**src/rtl/bf_program_loader_pkg.sv**
```systemverilog
// ---------------------------------------------------------------------------
// bf_program_loader_pkg : shared BF opcodes, loader error codes, FSM states
// Rev 1.0
// ---------------------------------------------------------------------------
`default_nettype none

package bf_program_loader_pkg;

  localparam logic [3:0] OP_HALT = 4'd0;
  localparam logic [3:0] OP_INCP = 4'd1;
  localparam logic [3:0] OP_DECP = 4'd2;
  localparam logic [3:0] OP_INC  = 4'd3;
  localparam logic [3:0] OP_DEC  = 4'd4;
  localparam logic [3:0] OP_OUT  = 4'd5;
  localparam logic [3:0] OP_IN   = 4'd6;
  localparam logic [3:0] OP_JMPF = 4'd7;
  localparam logic [3:0] OP_JMPB = 4'd8;

  localparam logic [1:0] ERR_NONE      = 2'd0;
  localparam logic [1:0] ERR_UNMATCHED = 2'd1;
  localparam logic [1:0] ERR_UNCLOSED  = 2'd2;
  localparam logic [1:0] ERR_OVERFLOW  = 2'd3;

  typedef enum logic [2:0] {
    ST_IDLE = 3'd0,
    ST_LOAD = 3'd1,
    ST_TERM = 3'd2,
    ST_DONE = 3'd3,
    ST_ERR  = 3'd4
  } state_e;

endpackage

`default_nettype wire

```
**src/rtl/bf_program_loader_char_encoder.sv**
```systemverilog
// ---------------------------------------------------------------------------
// bf_program_loader_char_encoder : ASCII -> {is_bf, opcode}, combinational
// Rev 1.0
// ---------------------------------------------------------------------------
`default_nettype none

module bf_program_loader_char_encoder
  import bf_program_loader_pkg::*;
(
  input  logic [7:0] char_i,
  output logic       is_bf_o,
  output logic [3:0] op_o
);

  always_comb begin
    is_bf_o = 1'b1;
    op_o    = OP_HALT;
    case (char_i)
      8'h3E:   op_o = OP_INCP;  // '>'
      8'h3C:   op_o = OP_DECP;  // '<'
      8'h2B:   op_o = OP_INC;   // '+'
      8'h2D:   op_o = OP_DEC;   // '-'
      8'h2E:   op_o = OP_OUT;   // '.'
      8'h2C:   op_o = OP_IN;    // ','
      8'h5B:   op_o = OP_JMPF;  // '['
      8'h5D:   op_o = OP_JMPB;  // ']'
      default: is_bf_o = 1'b0;
    endcase
  end

endmodule

`default_nettype wire

```
**src/rtl/bf_program_loader.sv**
```systemverilog
// ---------------------------------------------------------------------------
// bf_program_loader : streams ASCII BF source into program memory, appends HALT
// Rev 1.0
// ---------------------------------------------------------------------------
`default_nettype none

module bf_program_loader
  import bf_program_loader_pkg::*;
#(
  parameter int PMAW = 8,
  parameter int OPW  = 4
) (
  input  logic            clock_i,
  input  logic            reset_i,
  input  logic            start_i,
  input  logic [7:0]      in_data_i,
  input  logic            in_valid_i,
  input  logic            in_last_i,
  output logic            in_ready_o,
  output logic [PMAW-1:0] pm_addr_o,
  output logic [OPW-1:0]  pm_data_o,
  output logic            pm_wren_o,
  output logic [PMAW:0]   prog_len_o,
  output logic            done_o,
  output logic            error_o,
  output logic [1:0]      error_code_o
);

  localparam logic [PMAW-1:0] PTR_LAST = '1;
  localparam logic [PMAW-1:0] ONE      = {{(PMAW-1){1'b0}}, 1'b1};

  state_e          state_q, state_d;
  logic [PMAW-1:0] wr_ptr_q, wr_ptr_d;
  logic [PMAW-1:0] depth_q, depth_d;
  logic [PMAW-1:0] pm_addr_q, pm_addr_d;
  logic [OPW-1:0]  pm_data_q, pm_data_d;
  logic            pm_wren_q, pm_wren_d;
  logic [PMAW:0]   prog_len_q, prog_len_d;
  logic [1:0]      err_code_q, err_code_d;

  logic            is_bf;
  logic [3:0]      op_enc;
  logic            beat;

  bf_program_loader_char_encoder u_enc (
    .char_i  (in_data_i),
    .is_bf_o (is_bf),
    .op_o    (op_enc)
  );

  assign in_ready_o = (state_q == ST_LOAD) && !start_i;
  assign beat       = in_valid_i && in_ready_o;

  always_comb begin
    state_d    = state_q;
    wr_ptr_d   = wr_ptr_q;
    depth_d    = depth_q;
    pm_addr_d  = pm_addr_q;
    pm_data_d  = pm_data_q;
    pm_wren_d  = 1'b0;
    prog_len_d = prog_len_q;
    err_code_d = err_code_q;

    if (start_i) begin
      wr_ptr_d   = '0;
      depth_d    = '0;
      prog_len_d = '0;
      err_code_d = ERR_NONE;
      state_d    = ST_LOAD;
    end else begin
      case (state_q)
        ST_LOAD: begin
          if (beat) begin
            if (is_bf && op_enc == OP_JMPB && depth_q == '0) begin
              err_code_d = ERR_UNMATCHED;
              state_d    = ST_ERR;
            end else if (is_bf && wr_ptr_q == PTR_LAST) begin
              // Last slot is kept free so HALT always fits.
              err_code_d = ERR_OVERFLOW;
              state_d    = ST_ERR;
            end else begin
              if (is_bf) begin
                pm_wren_d = 1'b1;
                pm_addr_d = wr_ptr_q;
                pm_data_d = OPW'(op_enc);
                wr_ptr_d  = wr_ptr_q + ONE;
                if (op_enc == OP_JMPF) depth_d = depth_q + ONE;
                else if (op_enc == OP_JMPB) depth_d = depth_q - ONE;
              end
              if (in_last_i) state_d = ST_TERM;
            end
          end
        end
        ST_TERM: begin
          if (depth_q != '0) begin
            err_code_d = ERR_UNCLOSED;
            state_d    = ST_ERR;
          end else begin
            pm_wren_d  = 1'b1;
            pm_addr_d  = wr_ptr_q;
            pm_data_d  = OPW'(OP_HALT);
            prog_len_d = {1'b0, wr_ptr_q} + {1'b0, ONE};
            state_d    = ST_DONE;
          end
        end
        default: ;
      endcase
    end
  end

  always_ff @(posedge clock_i) begin
    if (reset_i) begin
      state_q    <= ST_IDLE;
      wr_ptr_q   <= '0;
      depth_q    <= '0;
      pm_addr_q  <= '0;
      pm_data_q  <= '0;
      pm_wren_q  <= 1'b0;
      prog_len_q <= '0;
      err_code_q <= ERR_NONE;
    end else begin
      state_q    <= state_d;
      wr_ptr_q   <= wr_ptr_d;
      depth_q    <= depth_d;
      pm_addr_q  <= pm_addr_d;
      pm_data_q  <= pm_data_d;
      pm_wren_q  <= pm_wren_d;
      prog_len_q <= prog_len_d;
      err_code_q <= err_code_d;
    end
  end

  assign pm_addr_o    = pm_addr_q;
  assign pm_data_o    = pm_data_q;
  assign pm_wren_o    = pm_wren_q;
  assign prog_len_o   = prog_len_q;
  assign done_o       = (state_q == ST_DONE);
  assign error_o      = (state_q == ST_ERR);
  assign error_code_o = err_code_q;

endmodule

`default_nettype wire

```
**config.mk**
```make
export PLATFORM = sky130hd
export DESIGN_NAME = bf_program_loader
export DESIGN_NICKNAME = d
export VERILOG_FILES = /design/src/rtl/bf_program_loader_pkg.sv /design/src/rtl/bf_program_loader_char_encoder.sv /design/src/rtl/bf_program_loader.sv
export SDC_FILE = /design/constraint.sdc
export NUM_CORES = 1
export LEC_CHECK = 0
export ABC_CLOCK_PERIOD_IN_PS = 3100
export CORE_MARGIN = 2
export CORE_UTILIZATION = 23
export CTS_CLUSTER_DIAMETER = 200
export DETAILED_ROUTE_END_ITERATION = 12
export GPL_ROUTABILITY_DRIVEN = 0
export PLACE_DENSITY = 0.49
export SYNTH_ARGS = -nofsm -noshare
export SYNTH_HDL_FRONTEND = slang
export SYNTH_SLANG_ARGS = --single-unit
```
**constraint.sdc**
```tcl
create_clock -name clock_i -period 3.1 [get_ports clock_i]
set_clock_uncertainty 0.15 [all_clocks]
set_input_delay 0.465 -clock clock_i [delete_from_list [all_inputs] [get_ports clock_i]]
set_output_delay 0.465 -clock clock_i [all_outputs]
set_load 0.05 [all_outputs]
```
; Word-level counts from Yosys, hierarchy flattened
; Index checks and enable logic that the tools add are counted.
[word_totals]
register_bits = 43
wordCells = 96
[classes]
n_addsub = 4
n_eq_ne = 25
mux = 34
bitwise = 4
n_reduce_logical = 20
[op_table]
columns = operator, count
row1 = 2-to-1 mux 8 bit, 7
row2 = equality test 8 x 6 -> 1 bit (second input constant), 6
row3 = case mux 4 bit (8 select lines), 1
row4 = 2-to-1 mux 4 bit, 5
row5 = adder 8 x 1 -> 8 bit (second input constant), 2
row6 = equality test 8 x 7 -> 1 bit (second input constant), 2
row7 = case mux 8 bit (2 select lines), 1
row8 = 2-to-1 mux 3 bit, 5
row9 = inequality test 2 bit (second input constant), 6
row10 = adder 8 x 1 -> 9 bit (second input constant), 1
row11 = equality test 8 bit (second input constant), 1
row12 = logical NOT 8 bit, 1
row13 = 2-to-1 mux 2 bit, 4
row14 = case mux 4 bit (2 select lines), 1
row15 = nonzero test 8 bit, 1
row16 = OR reduction 8 bit, 1
row17 = subtractor 8 x 1 -> 8 bit (second input constant), 1
row18 = 2-to-1 mux 1 bit, 7
row19 = AND reduction 7 bit, 1
row20 = equality test 3 x 2 -> 1 bit (second input constant), 2
row21 = case mux 3 bit (2 select lines), 1
row22 = AND reduction 3 bit, 2
row23 = AND reduction 6 bit, 1
row24 = logical AND 1 bit, 5
row25 = 18 further kinds, 22

; Depth between registers and ports, before layout
; Gate-level depths: netlist of the first run.
[depth]
depth_word = 9
mapped_depth = 9
depth_no_buf = 9

; By module
; A second synthesis of the first run with hierarchy kept.
[unflattened]
cells_unflattened = 260
hier_area_um2 = 2363.5
[by_module_without_submodules]
columns = mod, n_inst, cells_each, area_per_inst_um2, seq_area_each_um2
row1 = bf_program_loader, 1, 240, 2198.4, 860.8
row2 = bf_program_loader_char_encoder, 1, 20, 165.2, 0.0

; Least setup slack after synthesis of the first run
; Ideal clock, no wire load.
[synth_path]
kind = input to register
start = input in_data_i[7]
end = register depth_q[7]
setup_ps = 64
arrival_ps = 2465
required_ps = 2886
setup_slack_ps = 421
stages = 8
path_buffers = 0
path_cell_list = and4bb_2 nand2_1 ha_1 nand3_1 o2111ai_1 o211ai_1 or4b_2 nand4_1
[synth_via]
elab_chain_len = 7
word_cells_on_any_way = 21
[synth_lines]
columns = item, line_no
row1 = start: declaration, bf_program_loader.sv:16  ; input logic [7:0] in_data_i,
row2 = equality test 8 x 7 -> 1 bit / equality test 8 x 6 -> 1 bit (equally long branches), bf_program_loader_char_encoder.sv:18  ; case (char_i)
row3 = case mux 4 bit (8 select lines) / OR reduction 8 bit (equally long branches), --
row4 = equality test 4 bit / 2-to-1 mux 1 bit (equally long branches), "bf_program_loader.sv:74, bf_program_loader.sv:88, bf_program_loader_char_encoder.sv:18"
row5 = logical AND 1 bit (2 in a row), bf_program_loader.sv:74  ; if (is_bf && op_enc == OP_JMPB && depth_q == '0) begin
row6 = NOT 1 bit (no line), --
row7 = AND reduction 6 bit (no line), --
row8 = end signal: assignment, bf_program_loader.sv:124  ; depth_q <= depth_d;
row9 = end: declaration, bf_program_loader.sv:34  ; logic [PMAW-1:0] depth_q, depth_d;
; Several ways; a longest one is shown, not always the timed one.
; A chain may end at the register's enable or synchronous reset.

; Worst setup path after layout of the first run
[layout_path]
start = input in_data_i[0]
end = register depth_q[7]
; Same word-level chain as after synthesis.

==> metrics.csv, run 1 <==
stage,metric,value,unit
finish,ANT cells,0,
route,DR iter-0 viols,85,
logic_synthesis,Post-Syn Instances,273,
floorplanning,Die Ht,107,um
power,peak supply drop,0.000173,V
global_route,pin count of the biggest net entering global routing,27,
timing,final setup vio count,0,
floorplanning,Initial Utilization,0.236,
power,total power density per cell area,316,nW/um2
route,Met1 Wirelength,3100,um
setup_path,CP endpoint kind,flip-flop,
floorplanning,row cnt,37,
timing,Tmin final,2760,ps
setup_path,FF-to-FF path depth,5,
hold_path,Hold Path End,pm_addr_o[0],
floorplanning,Die W,107,um
setup_path,Crit Reg-Reg Startpoint,depth_q[4],
global_route,vias in the first global route,2132,
setup_path,Reg2Reg Setup Slack,620,ps
logic_synthesis,Yosys cell types,62,
finish,Non-Filler Instances,474,
timing,Slew @ Worst Pin,753,ps
timing,slew margin rel.,0.496,
route,DRC,0,
route,wire per inst,13.2,um
logic_synthesis,Synth async-reset ratio,0,
finish,Nets,358,
clock_network,clk_lat worst skew,300,ps
logic_synthesis,Netlist Area Pre-Place,2420,um2
clock_network,CTS Buf Count,5,
floorplanning,die area,11400,um2
timing,fmax,0.362,GHz
setup_path,worst setup path class,input port to flip-flop,
clock_network,cts hold-fix bufs,0,
route,Total Wirelength,6260,um
timing,setup tns final,0,ps
global_route,GRT Total Usage,0.113,
setup_path,capture point of the worst reg-to-reg path,error_code_o[1],
setup_path,CP arrival,2860,ps
setup_path,CP Launch Type,input port,
clock_network,H-tree depth,2,
hold_path,Min-Delay Path Class,flip-flop to flip-flop,
logic_synthesis,#FFs+latches synth,43,
placement,Inst Count DP,466,
outcome,status,"finished, final reports clean",
clock_network,clock slew seen by the registers of the worst setup and hold paths,100,ps
power,Tot Pwr,1.03,mW
clock_network,root buffer cell,clkbuf_8,
logic_synthesis,Main synth FF type,dfxtp_1,
setup_path,CP max FO,5,
hold_path,WHS Path Cells,2,
route,routed wl met2,2900,um
clock_network,PostCTS Resize Cnt,0,
hold_path,worst hold path startpoint,pm_addr_o[0],
placement,PortBufs,39,
route,DR pass1 iterations,4,
finish,Finished Cell Area,3250,um2
logic_synthesis,sequential area share after synthesis,0.355,
route,DR vias/cell,4.68,
clock_network,CTS tree,built,
logic_synthesis,post-synth top area cell,dfxtp_1,
setup_path,CP required,3200,ps
finish,# fillers,1134,
route,met3 wire len,218,um
route,max layer used,met4,
floorplanning,Core ar.,10300,um2
logic_synthesis,syn nets,294,
run,max-cap violations,0,
route,remaining antenna violation count,0,
timing,Slew Limit Fails,0,
placement,hpwl dp,4680,um
timing,final cycle utilization of the critical path,0.890,
logic_synthesis,Yosys Warn Count,0,
power,LEAKAGE,1.21,nW
logic_synthesis,synth top area cells,"dfxtp_1 (36%), mux2i_1 (6.2%), nand2_1 (4.3%)",
floorplanning,IO Count,40,
global_route,initial antenna violation count,0,
placement,placed cell area,3160,um2
route,total number of vias,2219,
clock_network,"Setup Fix Bufs, Post-CTS",0,
logic_synthesis,Yosys top cell area share,0.355,
logic_synthesis,"EDFF count, synth",0,
finish,area delta synth->final,34.3,%
global_route,total gr overflow,0,
clock_network,maximum root-to-sink buffer count,2,
global_route,first-pass GRT wire length,10400,um
logic_synthesis,mean post-synth cell area,8.87,um2
clock_network,clock sinks,43,
timing,RSZ-0062 raised after global routing,false,
timing,Hold Fails Final Rpt,0,
finish,layout cells sized above 1,0.157,
==> sequential cells by signal (all words and copies together), names as in the netlist <==
name and count:
state_q 3, depth_q 8, wr_ptr_q 8, error_code_o 2
pm_wren_o 1, pm_data_o 4, prog_len_o 9, pm_addr_o 8
==> stage by stage <==
stage | hold WS, ps | util | worst slack, ps
after floorplan | 294 | - | 421
after global placement | 293 | 0.307 | 53.9
after detailed placement | 298 | 0.307 | 9.86
after CTS | 312 | 0.317 | 335
after global routing | 332 | 0.317 | 133
final | 309 | 0.317 | 341
==> power breakdown <==
part | switching [mW] | internal (mW)
clock | 0.215 | 0.161
sequential | 0.00223 | 0.554
combinational | 0.0513 | 0.0447
total | 0.268 | 0.760
==> layout by cell type, fill, tap and decap left out, types with 2 or more instances in the layout <==
| cell type | count |
|---|---|
| and4b_1 | 2 |
| a41o_1 | 5 |
| a32oi_1 | 2 |
| buf_4 | 30 |
| and2_1 | 4 |
| nor3_1 | 3 |
| o2111ai_1 | 2 |
| or4_1 | 2 |
| mux2i_1 | 15 |
| a31oi_1 | 7 |
| o31ai_1 | 2 |
| nor2_1 | 26 |
| o21ai_0 | 4 |
| nand2_1 | 28 |
| clkbuf_8 | 5 |
| and3_1 | 8 |
| a21oi_1 | 7 |
| nor4b_1 | 2 |
| nor2b_1 | 3 |
| xnor2_1 | 7 |
| nor3b_1 | 4 |
| or4_4 | 2 |
| a211oi_1 | 6 |
| ha_1 | 7 |
| o21a_1 | 4 |
| dfxtp_1 | 43 |
| inv_1 | 13 |
| clkdlybuf4s50_1 | 39 |
| o32ai_1 | 2 |
| xor2_1 | 3 |
| nand4b_1 | 3 |
| nand4_1 | 5 |
| clkinv_4 | 2 |
| nand3_1 | 12 |
==> worst max path at each step <==
stage / from / end / slack, ps / cells past startpoint
3_5_place_dp: in_data_i[0] / depth_q[7] / 10 / 9
2_1_floorplan: in_data_i[7] / depth_q[7] / 420 / 8
5_1_grt: in_data_i[0] / depth_q[7] / 130 / 9
4_1_cts: in_data_i[0] / depth_q[7] / 340 / 9
3_3_place_gp: in_data_i[7] / depth_q[7] / 50 / 9
6_report: in_data_i[0] / depth_q[7] / 340 / 9
==> logic make-up (layout without fill, tap and decap cells) <==
logic type,Yosys count,after routing,synth area share
AOI/OAI and AO/OA,56,56,0.188
xor gates and xnor gates,10,10,0.0362
adders and majority gates,8,8,0.0444
buffers and inverters,27,92,0.0501
DFF,43,43,0.355
muxes,17,17,0.0713
and+or+nand+nor,112,112,0.255
==> cells in the mapped netlist (3+ instances only) <==
cell / count
and2_1: 4
o21a_1: 4
nand4b_1: 3
nor3b_1: 4
a21oi_1: 7
dfxtp_1: 43
ha_1: 7
clkbuf_1: 8
xor2_1: 3
a211oi_1: 6
mux2i_1: 15
xnor2_1: 7
nor3_1: 3
nor2b_1: 3
o21ai_0: 4
a31oi_1: 7
nand4_1: 5
inv_1: 13
a41o_1: 5
nand3_1: 12
nor2_1: 26
and3_1: 8
nand2_1: 28
==> worst max-delay path: stages <==
cell	delay [ps]
clkdlybuf4s50_1	480
and4b_1	230
nand2_1	170
ha_1	380
nand3_1	110
o2111ai_1	180
o211ai_1	130
or4b_2	620
nand4_1	80
==> routing by layer <==
layer  vias up  GRT usage
met5         -          0
met4         0     0.0278
met3         4     0.0243
met2        32      0.181
met1      1042      0.154
li1       1141          -
==> layout make-up <==
type                            instances  area (um2)  area share
Sequential cell                        43         861       0.265
Clock buffer                            5        68.8      0.0212
Clock inverter                          3        25.0     0.00769
Multi-Input combinational cell        203        1440       0.443
Inverter                               14        52.6      0.0162
Timing Repair Buffer                   70         636       0.195
Tap cell                              136         170      0.0523
Power figures use the tool's default switching activity.
==> inputs of run 2 (changes only) <==
Settings changed: CORE_MARGIN 2 to not set.
==> metrics.csv, run 2 (synthesis results as in run 1) <==
stage,metric,value,unit,change
hold_path,WHS Path Cells,2,,unchanged
global_route,total gr overflow,0,,unchanged
finish,Largest register FFs,9,,unchanged
global_route,GRT Total Usage,0.117,,+0.00406
clock_network,PostCTS Resize Cnt,0,,unchanged
placement,placed cell area,3170,um2,+0.24%
clock_network,"Setup Fix Bufs, Post-CTS",0,,unchanged
route,DR iter-0 viols,89,,+4.7%
route,Total Wirelength,6310,um,+0.72%
setup_path,Critical-path top delay cell,or4b_2,,
hold_path,Min-Delay Path Class,flip-flop to flip-flop,,
outcome,status,"finished, final reports clean",,
clock_network,clk_lat worst skew,300,ps,about the same
global_route,first-pass GRT wire length,10500,um,+1.0%
setup_path,worst path bufs/invs,1,,unchanged
floorplanning,row cnt,37,,unchanged
setup_path,Crit Reg-Reg Startpoint,depth_q[4],,
floorplanning,IO Count,40,,unchanged
setup_path,CP Launch Type,input port,,
power,Clk pwr share,0.367,,about the same
timing,Hold WS,312,ps,+2.77 ps
power,LEAKAGE,1.21,nW,about the same
power,Tot Pwr,1.03,mW,+0.18%
route,wire per inst,13.3,um,+0.51%
finish,area delta synth->final,34.6,%,
setup_path,capture point of the worst reg-to-reg path,depth_q[1],,
finish,"commonest non-fill, non-tap cells in the layout","dfxtp_1 (43), clkdlybuf4s50_1 (39), buf_4 (31), nand2_1 (28), nor2_1 (26)",,
timing,Worst Slack Setup Final,222,ps,-119 ps
timing,Tmin final,2880,ps,+119 ps
route,DRC,0,,unchanged
timing,RSZ-0062 raised after global routing,false,,
placement,PortBufs,39,,unchanged
setup_path,FF-to-FF path depth,6,,+1
route,DR vias/cell,4.63,,-1.0%
timing,fmax,0.348,GHz,-4.1%
global_route,initial antenna violation count,0,,unchanged
power,internal power,0.760,mW,about the same
setup_path,worst setup path class,input port to flip-flop,,
clock_network,maximum root-to-sink buffer count,2,,unchanged
clock_network,H-tree depth,2,,unchanged
floorplanning,die area,10900,um2,-3.7%
route,total number of vias,2201,,-0.81%
finish,"most common cell after layout, fill and taps aside",dfxtp_1,,
finish,# fillers,1109,,-2.2%
setup_path,"slowest stage delay, CP",620,ps,about the same
global_route,pin count of the biggest net entering global routing,27,,unchanged
timing,Hold Fails Final Rpt,0,,unchanged
route,DR pass1 iterations,4,,unchanged
power,peak supply drop,0.000135,V,-22%
route,remaining antenna violation count,0,,unchanged
setup_path,Reg2Reg Setup Slack,660,ps,+40 ps
timing,Slew @ Worst Pin,717,ps,-35.4 ps
finish,post-layout util,0.317,,+0.000608
setup_path,CP required,3190,ps,about the same
finish,layout cells sized above 1,0.159,,+0.00249
setup_path,CP max FO,9,,+4
hold_path,Hold Path End,pm_addr_o[1],,
setup_path,crit-path cells,clkdlybuf4s50_1 -> and4bb_2 -> nand2_1 -> ha_1 -> nand3_1 -> o2111ai_1 -> o211ai_1 -> or4b_2 -> nand4_1,,
clock_network,clock sinks,43,,unchanged
power,Sw Pwr,0.270,mW,+0.65%
power,total power density per cell area,316,nW/um2,about the same
finish,ANT cells,0,,unchanged
finish,Nets,359,,+0.28%
power,switching fraction of total power,0.262,,+0.00121
hold_path,worst hold path startpoint,pm_addr_o[1],,
floorplanning,Die W,105,um,-1.9%
power,Combinational Power Share,0.092,,about the same
finish,Finished Cell Area,3260,um2,+0.19%
global_route,vias in the first global route,2212,,+3.8%
clock_network,clock slew seen by the registers of the worst setup and hold paths,100,ps,about the same
setup_path,crit-path leading delay family,simple AND/OR/NAND/NOR gates,,
setup_path,CP arrival,2970,ps,+110 ps
timing,final setup vio count,0,,unchanged
floorplanning,Die Ht,105,um,-1.9%
timing,slew margin rel.,0.520,,+0.0237
placement,pre-CTS setup slack,-82.0,ps,-91.9 ps
clock_network,CTS Buf Count,5,,unchanged
timing,Slew Limit Fails,0,,unchanged
run,max-cap violations,0,,unchanged
clock_network,root buffer cell,clkbuf_8,,
clock_network,CTS tree,built,,
setup_path,CP endpoint kind,flip-flop,,
timing,final cycle utilization of the critical path,0.928,,+0.0383
floorplanning,Initial Utilization,0.236,,unchanged
placement,hpwl dp,4760,um,+1.7%
clock_network,cts hold-fix bufs,0,,unchanged
power,share of power burned in registers,0.540,,about the same
floorplanning,Core ar.,10300,um2,unchanged
[run 2: changes by cell type in the layout (fill, tap and decap cells not counted)]
| cell | delta |
|---|---|
| buf_4 | +1 |
| clkinv_4 | -2 |
| clkinvlp_4 | +1 |
| inv_6 | +1 |
[run 2: area by class of cell]
class / instances / area, um2 / share of cell area
multi-input combinational: 203 / 1440 / 0.442
sequential: 43 / 861 / 0.264
timing repair buffer: 71 / 643 / 0.197
tap: 136 / 170 / 0.0522
clock buffer: 5 / 68.8 / 0.0211
inverter: 14 / 52.6 / 0.0161
clock inverter: 3 / 23.8 / 0.00729
[run 2: worst max path at each step]
stage,start,to,cells past startpoint
global placement,in_data_i[7],depth_q[7],9
CTS,in_data_i[7],depth_q[7],9
detailed placement,in_data_i[7],depth_q[7],9
global route,in_data_i[5],depth_q[7],9
floorplan,in_data_i[7],depth_q[7],8
finish,in_data_i[7],depth_q[7],9
[run 2: worst reg2reg max path: cells and delay by family (launching register included)]
kind                   cells  cell delay, ps
buffers and inverters      1             200
AND/OR/NAND/NOR            4            1340
flip-flops                 1             340
multiplexers               1             330
[run 2: power by group through the flow]
stage	clock network, mW	registers [mW]	logic (mW)
floorplan	0	0.571	0.0427
global placement	0	0.569	0.0950
detailed placement	0	0.569	0.0958
CTS	0.391	0.556	0.0961
global route	0.415	0.557	0.103
finish	0.378	0.556	0.0952
[run 2: metal layers]
metal,vias to the layer above,wire [um],track usage,part of all wire
li1,1134,-,-,-
met1,1033,3080,0.151,0.49
met2,29,2960,0.199,0.47
met3,5,224,0.0250,0.036
met4,0,51,0.0272,0.0081
met5,-,0,0,0
[run 2: through the flow]
stage                     cells  TNS (ps)
after floorplan             273         0
after detailed placement    467      -113
final                       475         0
after CTS                   475         0
after global placement      467     -31.6
after global routing        475         0
==> inputs of run 3 (changes only) <==
Settings changed: GPL_TIMING_DRIVEN set to 0.
==> metrics.csv, run 3 (synthesis results as in run 1) <==
stage,metric,value,unit,change
global_route,gr busiest metal,met2,,
clock_network,clock slew seen by the registers of the worst setup and hold paths,80,ps,-20 ps
setup_path,worst path bufs/invs,1,,unchanged
floorplanning,Initial Utilization,0.236,,unchanged
power,internal power,0.828,mW,+9.0%
setup_path,Critical-path top delay cell,or4b_2,,
route,DR pass1 iterations,4,,unchanged
outcome,status,"finished, final reports clean",,
floorplanning,Core ar.,10300,um2,unchanged
power,peak supply drop,0.000176,V,+30%
setup_path,CP arrival,3030,ps,+60 ps
route,DRC,0,,unchanged
clock_network,CTS Buf Count,5,,unchanged
route,remaining antenna violation count,0,,unchanged
setup_path,worst setup path class,input port to flip-flop,,
global_route,total gr overflow,0,,unchanged
timing,slew margin rel.,0.625,,+0.105
finish,area of the multi-input gates,1490,um2,+3.6%
finish,layout cells sized above 1,0.103,,-0.0565
global_route,pin count of the biggest net entering global routing,15,,-44%
setup_path,CP endpoint kind,flip-flop,,
setup_path,CP required,3190,ps,about the same
placement,hpwl dp,4650,um,-2.3%
finish,"most common cell after layout, fill and taps aside",dfxtp_1,,
timing,final setup vio count,0,,unchanged
clock_network,clk_lat worst skew,300,ps,about the same
setup_path,crit-path leading delay family,simple AND/OR/NAND/NOR gates,,
floorplanning,Die Ht,105,um,unchanged
timing,final cycle utilization of the critical path,0.946,,+0.0178
finish,area delta synth->final,30.3,%,
power,total power density per cell area,344,nW/um2,+8.9%
clock_network,CTS tree,built,,
power,Combinational Power Share,0.077,,-0.015
power,LEAKAGE,1.14,nW,-5.6%
placement,PortBufs,39,,unchanged
hold_path,Min-Delay Path Class,flip-flop to flip-flop,,
placement,placed cell area,2980,um2,-5.8%
floorplanning,row cnt,37,,unchanged
clock_network,maximum root-to-sink buffer count,2,,unchanged
timing,Slew @ Worst Pin,561,ps,-157 ps
finish,# fillers,1098,,-0.99%
floorplanning,Die W,105,um,unchanged
global_route,grt met3 use,0.0250,,unchanged
route,wire per inst,13.3,um,+0.41%
clock_network,clock sinks,43,,unchanged
clock_network,H-tree depth,2,,unchanged
route,Total Wirelength,6090,um,-3.4%
timing,Hold Fails Final Rpt,0,,unchanged
finish,"commonest non-fill, non-tap cells in the layout","dfxtp_1 (43), clkdlybuf4s50_1 (38), nand2_1 (27), nor2_1 (26), mux2i_1 (15)",,
power,Clk pwr share,0.411,,+0.044
setup_path,"slowest stage delay, CP",650,ps,+30 ps
global_route,GR Util met1,0.151,,+0.000172
clock_network,root buffer cell,clkbuf_8,,
global_route,initial antenna violation count,0,,unchanged
timing,Slew Limit Fails,0,,unchanged
power,Sw Pwr,0.258,mW,-4.3%
setup_path,CP Launch Type,input port,,
finish,Storage cell area,861,um2,unchanged
setup_path,CP max FO,10,,+1
power,Tot Pwr,1.09,mW,+5.5%
finish,Finished Cell Area,3160,um2,-3.1%
run,max-cap violations,0,,unchanged
timing,fmax,0.341,GHz,-1.9%
timing,Tmin final,2930,ps,+55.3 ps
route,DR vias/cell,4.74,,+2.2%
power,switching fraction of total power,0.237,,-0.0244
finish,Largest register FFs,9,,unchanged
timing,RSZ-0062 raised after global routing,false,,
setup_path,crit-path cells,clkdlybuf4s50_1 -> and4bb_2 -> nand2_4 -> ha_4 -> nand3_1 -> o2111ai_1 -> o211ai_1 -> or4b_2 -> nand4_1,,
global_route,vias in the first global route,2134,,-3.5%
finish,Nets,341,,-5.0%
global_route,first-pass GRT wire length,10300,um,-2.6%
global_route,routing usage on met2,0.188,,-0.0104
finish,ANT cells,0,,unchanged
power,share of power burned in registers,0.512,,-0.028
floorplanning,IO Count,40,,unchanged
route,total number of vias,2164,,-1.7%
route,DR iter-0 viols,94,,+5.6%
floorplanning,die area,10900,um2,unchanged
global_route,GRT Total Usage,0.116,,-0.000881
==> run 3: cell types whose count changed in the layout (fill, tap and decap cells not counted), sizes merged, moves of 2 or more <==
cell | before | now
clkinv | 1 | 3
clkbuf | 5 | 13
clkinvlp | 2 | 0
buf | 32 | 6
==> run 3: area by class of cell <==
cell class                      count  area share
Timing Repair Buffer               40       0.127
Clock inverter                      3      0.0139
Tap cell                          136      0.0539
Sequential cell                    43       0.273
Inverter                           14      0.0166
Multi-Input combinational cell    203       0.472
Clock buffer                        5      0.0218
Buffer                             13      0.0218
==> run 3: tightest hold or removal path: stages, from the launching register on <==
cell and delay (ps):
dfxtp_1 320, nand2_1 50, mux2i_1 50
==> run 3: stage by stage <==
step                      TNS (ps)  worst slack [ps]  std cells  utilization  hold WS (ps)
final                            0               167        457        0.307           309
after global routing             0              59.5        457        0.307           348
after CTS                        0              44.9        456        0.304           316
after detailed placement      -577              -444        448        0.290           299
after global placement        -650              -411        448        0.290           292
after floorplan                  0               421        273            -           294
==> run 3: timing repair <==
| item | 4_1_cts | 5_1_grt |
|---|---|---|
| pin swaps | 0 | 1 |
| endpoints found under the setup margin | 1 | 2 |
| hold buffers | 0 | 0 |
| gates resized for setup | 4 | 4 |
| buffers inserted | 0 | 1 |
==> run 3: power by group through the flow <==
| stage | clock network, mW | logic, mW | registers [mW] |
|---|---|---|---|
| 6_report | 0.447 | 0.0835 | 0.556 |
| 5_1_grt | 0.490 | 0.0904 | 0.557 |
| 4_1_cts | 0.466 | 0.0831 | 0.556 |
| 3_5_place_dp | 0 | 0.0826 | 0.569 |
| 3_3_place_gp | 0 | 0.0826 | 0.569 |
| 2_1_floorplan | 0 | 0.0427 | 0.571 |
==> run 3: path summary, 6_finish.rpt <==
path / startpoint / endpoint / slack [ps] / cells after the start
setup / recovery: in_data_i[4] / depth_q[7] / 170 / 9
hold reg to reg: pm_addr_o[4] / pm_addr_o[4] / 310 / 2
setup reg to reg: depth_q[4] / pm_data_o[3] / 530 / 6
hold / removal: pm_addr_o[4] / pm_addr_o[4] / 310 / 2
==> run 3: layer usage <==
| layer | wire length, um | part of all wire |
|---|---|---|
| met3 | 205 | 0.034 |
| met5 | 0 | 0 |
| met1 | 3020 | 0.50 |
| met2 | 2790 | 0.46 |
| met4 | 77 | 0.013 |
==> variant, RTL diff (settings of run 2) <==
`OPW`: 4 -> 2.
--- a/src/rtl/bf_program_loader.sv
+++ b/src/rtl/bf_program_loader.sv
@@ -8,7 +8,7 @@
   import bf_program_loader_pkg::*;
 #(
   parameter int PMAW = 8,
-  parameter int OPW  = 4
+  parameter int OPW  = 2
 ) (
   input  logic            clock_i,
   input  logic            reset_i,
Ports: changed (resized pm_data_o); port bits go from 40 to 38. The function was not compared with the original's and may differ.
==> variant against run 2 <==
Highest routed layer unchanged; fmax rose by 5.1%; final area fell by 7.2%; sequential cell count fell by 2; hold slack improved by 0.0035 ns; wire length fell by 4.4%; non-clock buffer count fell by 4; synthesized cell count fell by 1.1%; utilization fell by 0.49 points; area after synthesis fell by 5.7%; setup slack improved by 0.14 ns; total power fell by 1.8%.
==> variant: results (changes against run 2) <==
| Metric | Value |
|---|---|
| List of most frequent post-synthesis cells | sky130_fd_sc_hd__dfxtp_1, sky130_fd_sc_hd__a21oi_1, sky130_fd_sc_hd__nand3_1, sky130_fd_sc_hd__nor2_1, sky130_fd_sc_hd__o21ai_0 |
| Via count of the first global-routing pass | 2,093 (-5.4%) |
| Max rail drop VDD | 0.1828 mV (+35%) |
| Placed wire-length estimate after detailed placement | 4472 µm (-6.1%) |
| Global-route track usage on met2 | 19.96% (+0.091 points) |
| Cell leakage power | 1.042 nW (-14%) |
| Sequential cell count of the final layout | 41 (-4.7%) |
| Largest fanout on the critical path | 8 (-1) |
| Routed wire length on met2 | 2819 µm (-4.6%) |
| Routed wirelength normalized by instance count | 13.02 µm (-2.0%) |
| Result of the run | completed |
| Fin nets | 350 (-2.5%) |
| Worst r2r src | state_q[0] |
| Worst Hold Launch | prog_len_o[1] |
| Wirelength, routed | 6027 µm (-4.4%) |
| First-iteration detailed-routing DRC count | 65 (-27%) |
| Multi-input comb cells | 206 (+1.5%) |
| Non-clock inverter count | 8 (-6) |
| Placement Cell Area | 2930 µm² (-7.5%) |
| Area growth syn-to-layout | 32.44% |
| Total of fill cells in the finished design | 1,038 (-6.4%) |
| Via count normalized by instance count | 4.732 (+2.1%) |
| Final worst hold slack | 0.3154 ns (+0.003529 ns) |
| Wire length of the first global-routing pass | 10,210 µm (-3.1%) |
| IO buf count | 37 (-5.1%) |
| Minimum setup slack after placement | 0.05324 ns (+0.1352 ns) |
| Synthesized netlist cell count | 270 (-1.1%) |
| Largest net degree at the start of global routing | 25 (-7.4%) |
| Number of distinct library cells after synthesis | 58 (-6.5%) |
| Multi-input combinational area share | 43.57% (-0.62 points) |
| Sequential cell area | 820.8 µm² (-4.7%) |
| Met3 wire len | 196 µm (-13%) |
| Hold path endpoint | prog_len_o[1] |
| Sequential area share after synthesis | 35.95% (+0.41 points) |
| Signal buf overhead | 19.69% (-0.037 points) |
## variant: changes by cell type after synthesis, moves of 10 or more
cell,run 2,this run
sky130_fd_sc_hd__a21oi_1,7,29
sky130_fd_sc_hd__mux2i_1,15,2
sky130_fd_sc_hd__nand2_1,28,14
sky130_fd_sc_hd__nand3_1,12,22
sky130_fd_sc_hd__o21ai_0,4,17
sky130_fd_sc_hd__or3_1,1,11
## variant: power breakdown
| part | leakage, nW | switching (W) | total [W] | internal (W) |
|---|---|---|---|---|
| registers | 0.331 | 0.00000314 | 0.000532 | 0.000529 |
| logic | 0.666 | 0.0000456 | 0.0000870 | 0.0000413 |
| clock network | 0.0452 | 0.000227 | 0.000392 | 0.000165 |
## variant: critical path, cell delays in order
cell                              delay [ns]
sky130_fd_sc_hd__clkdlybuf4s50_1        0.42
sky130_fd_sc_hd__and4bb_2               0.31
sky130_fd_sc_hd__nand3_1                0.09
sky130_fd_sc_hd__buf_4                  0.18
sky130_fd_sc_hd__ha_1                   0.27
sky130_fd_sc_hd__a21oi_1                0.19
sky130_fd_sc_hd__o2111ai_1              0.17
sky130_fd_sc_hd__a2111o_1               0.38
sky130_fd_sc_hd__a211o_1                0.29
sky130_fd_sc_hd__nand3_1                0.06
## variant: kinds of logic (layout without fill, tap and decap cells)
| logic type | after synthesis | after routing | share of synthesized area (%) |
|---|---|---|---|
| fa+ha+maj | 8 | 8 | 4.712 |
| compound gates | 83 | 83 | 23.18 |
| flops | 41 | 41 | 35.95 |
| xor+xnor | 10 | 10 | 3.836 |
| buf+inv | 23 | 83 | 6.356 |
| simple gates | 103 | 103 | 25.10 |
| mux | 2 | 2 | 0.8767 |
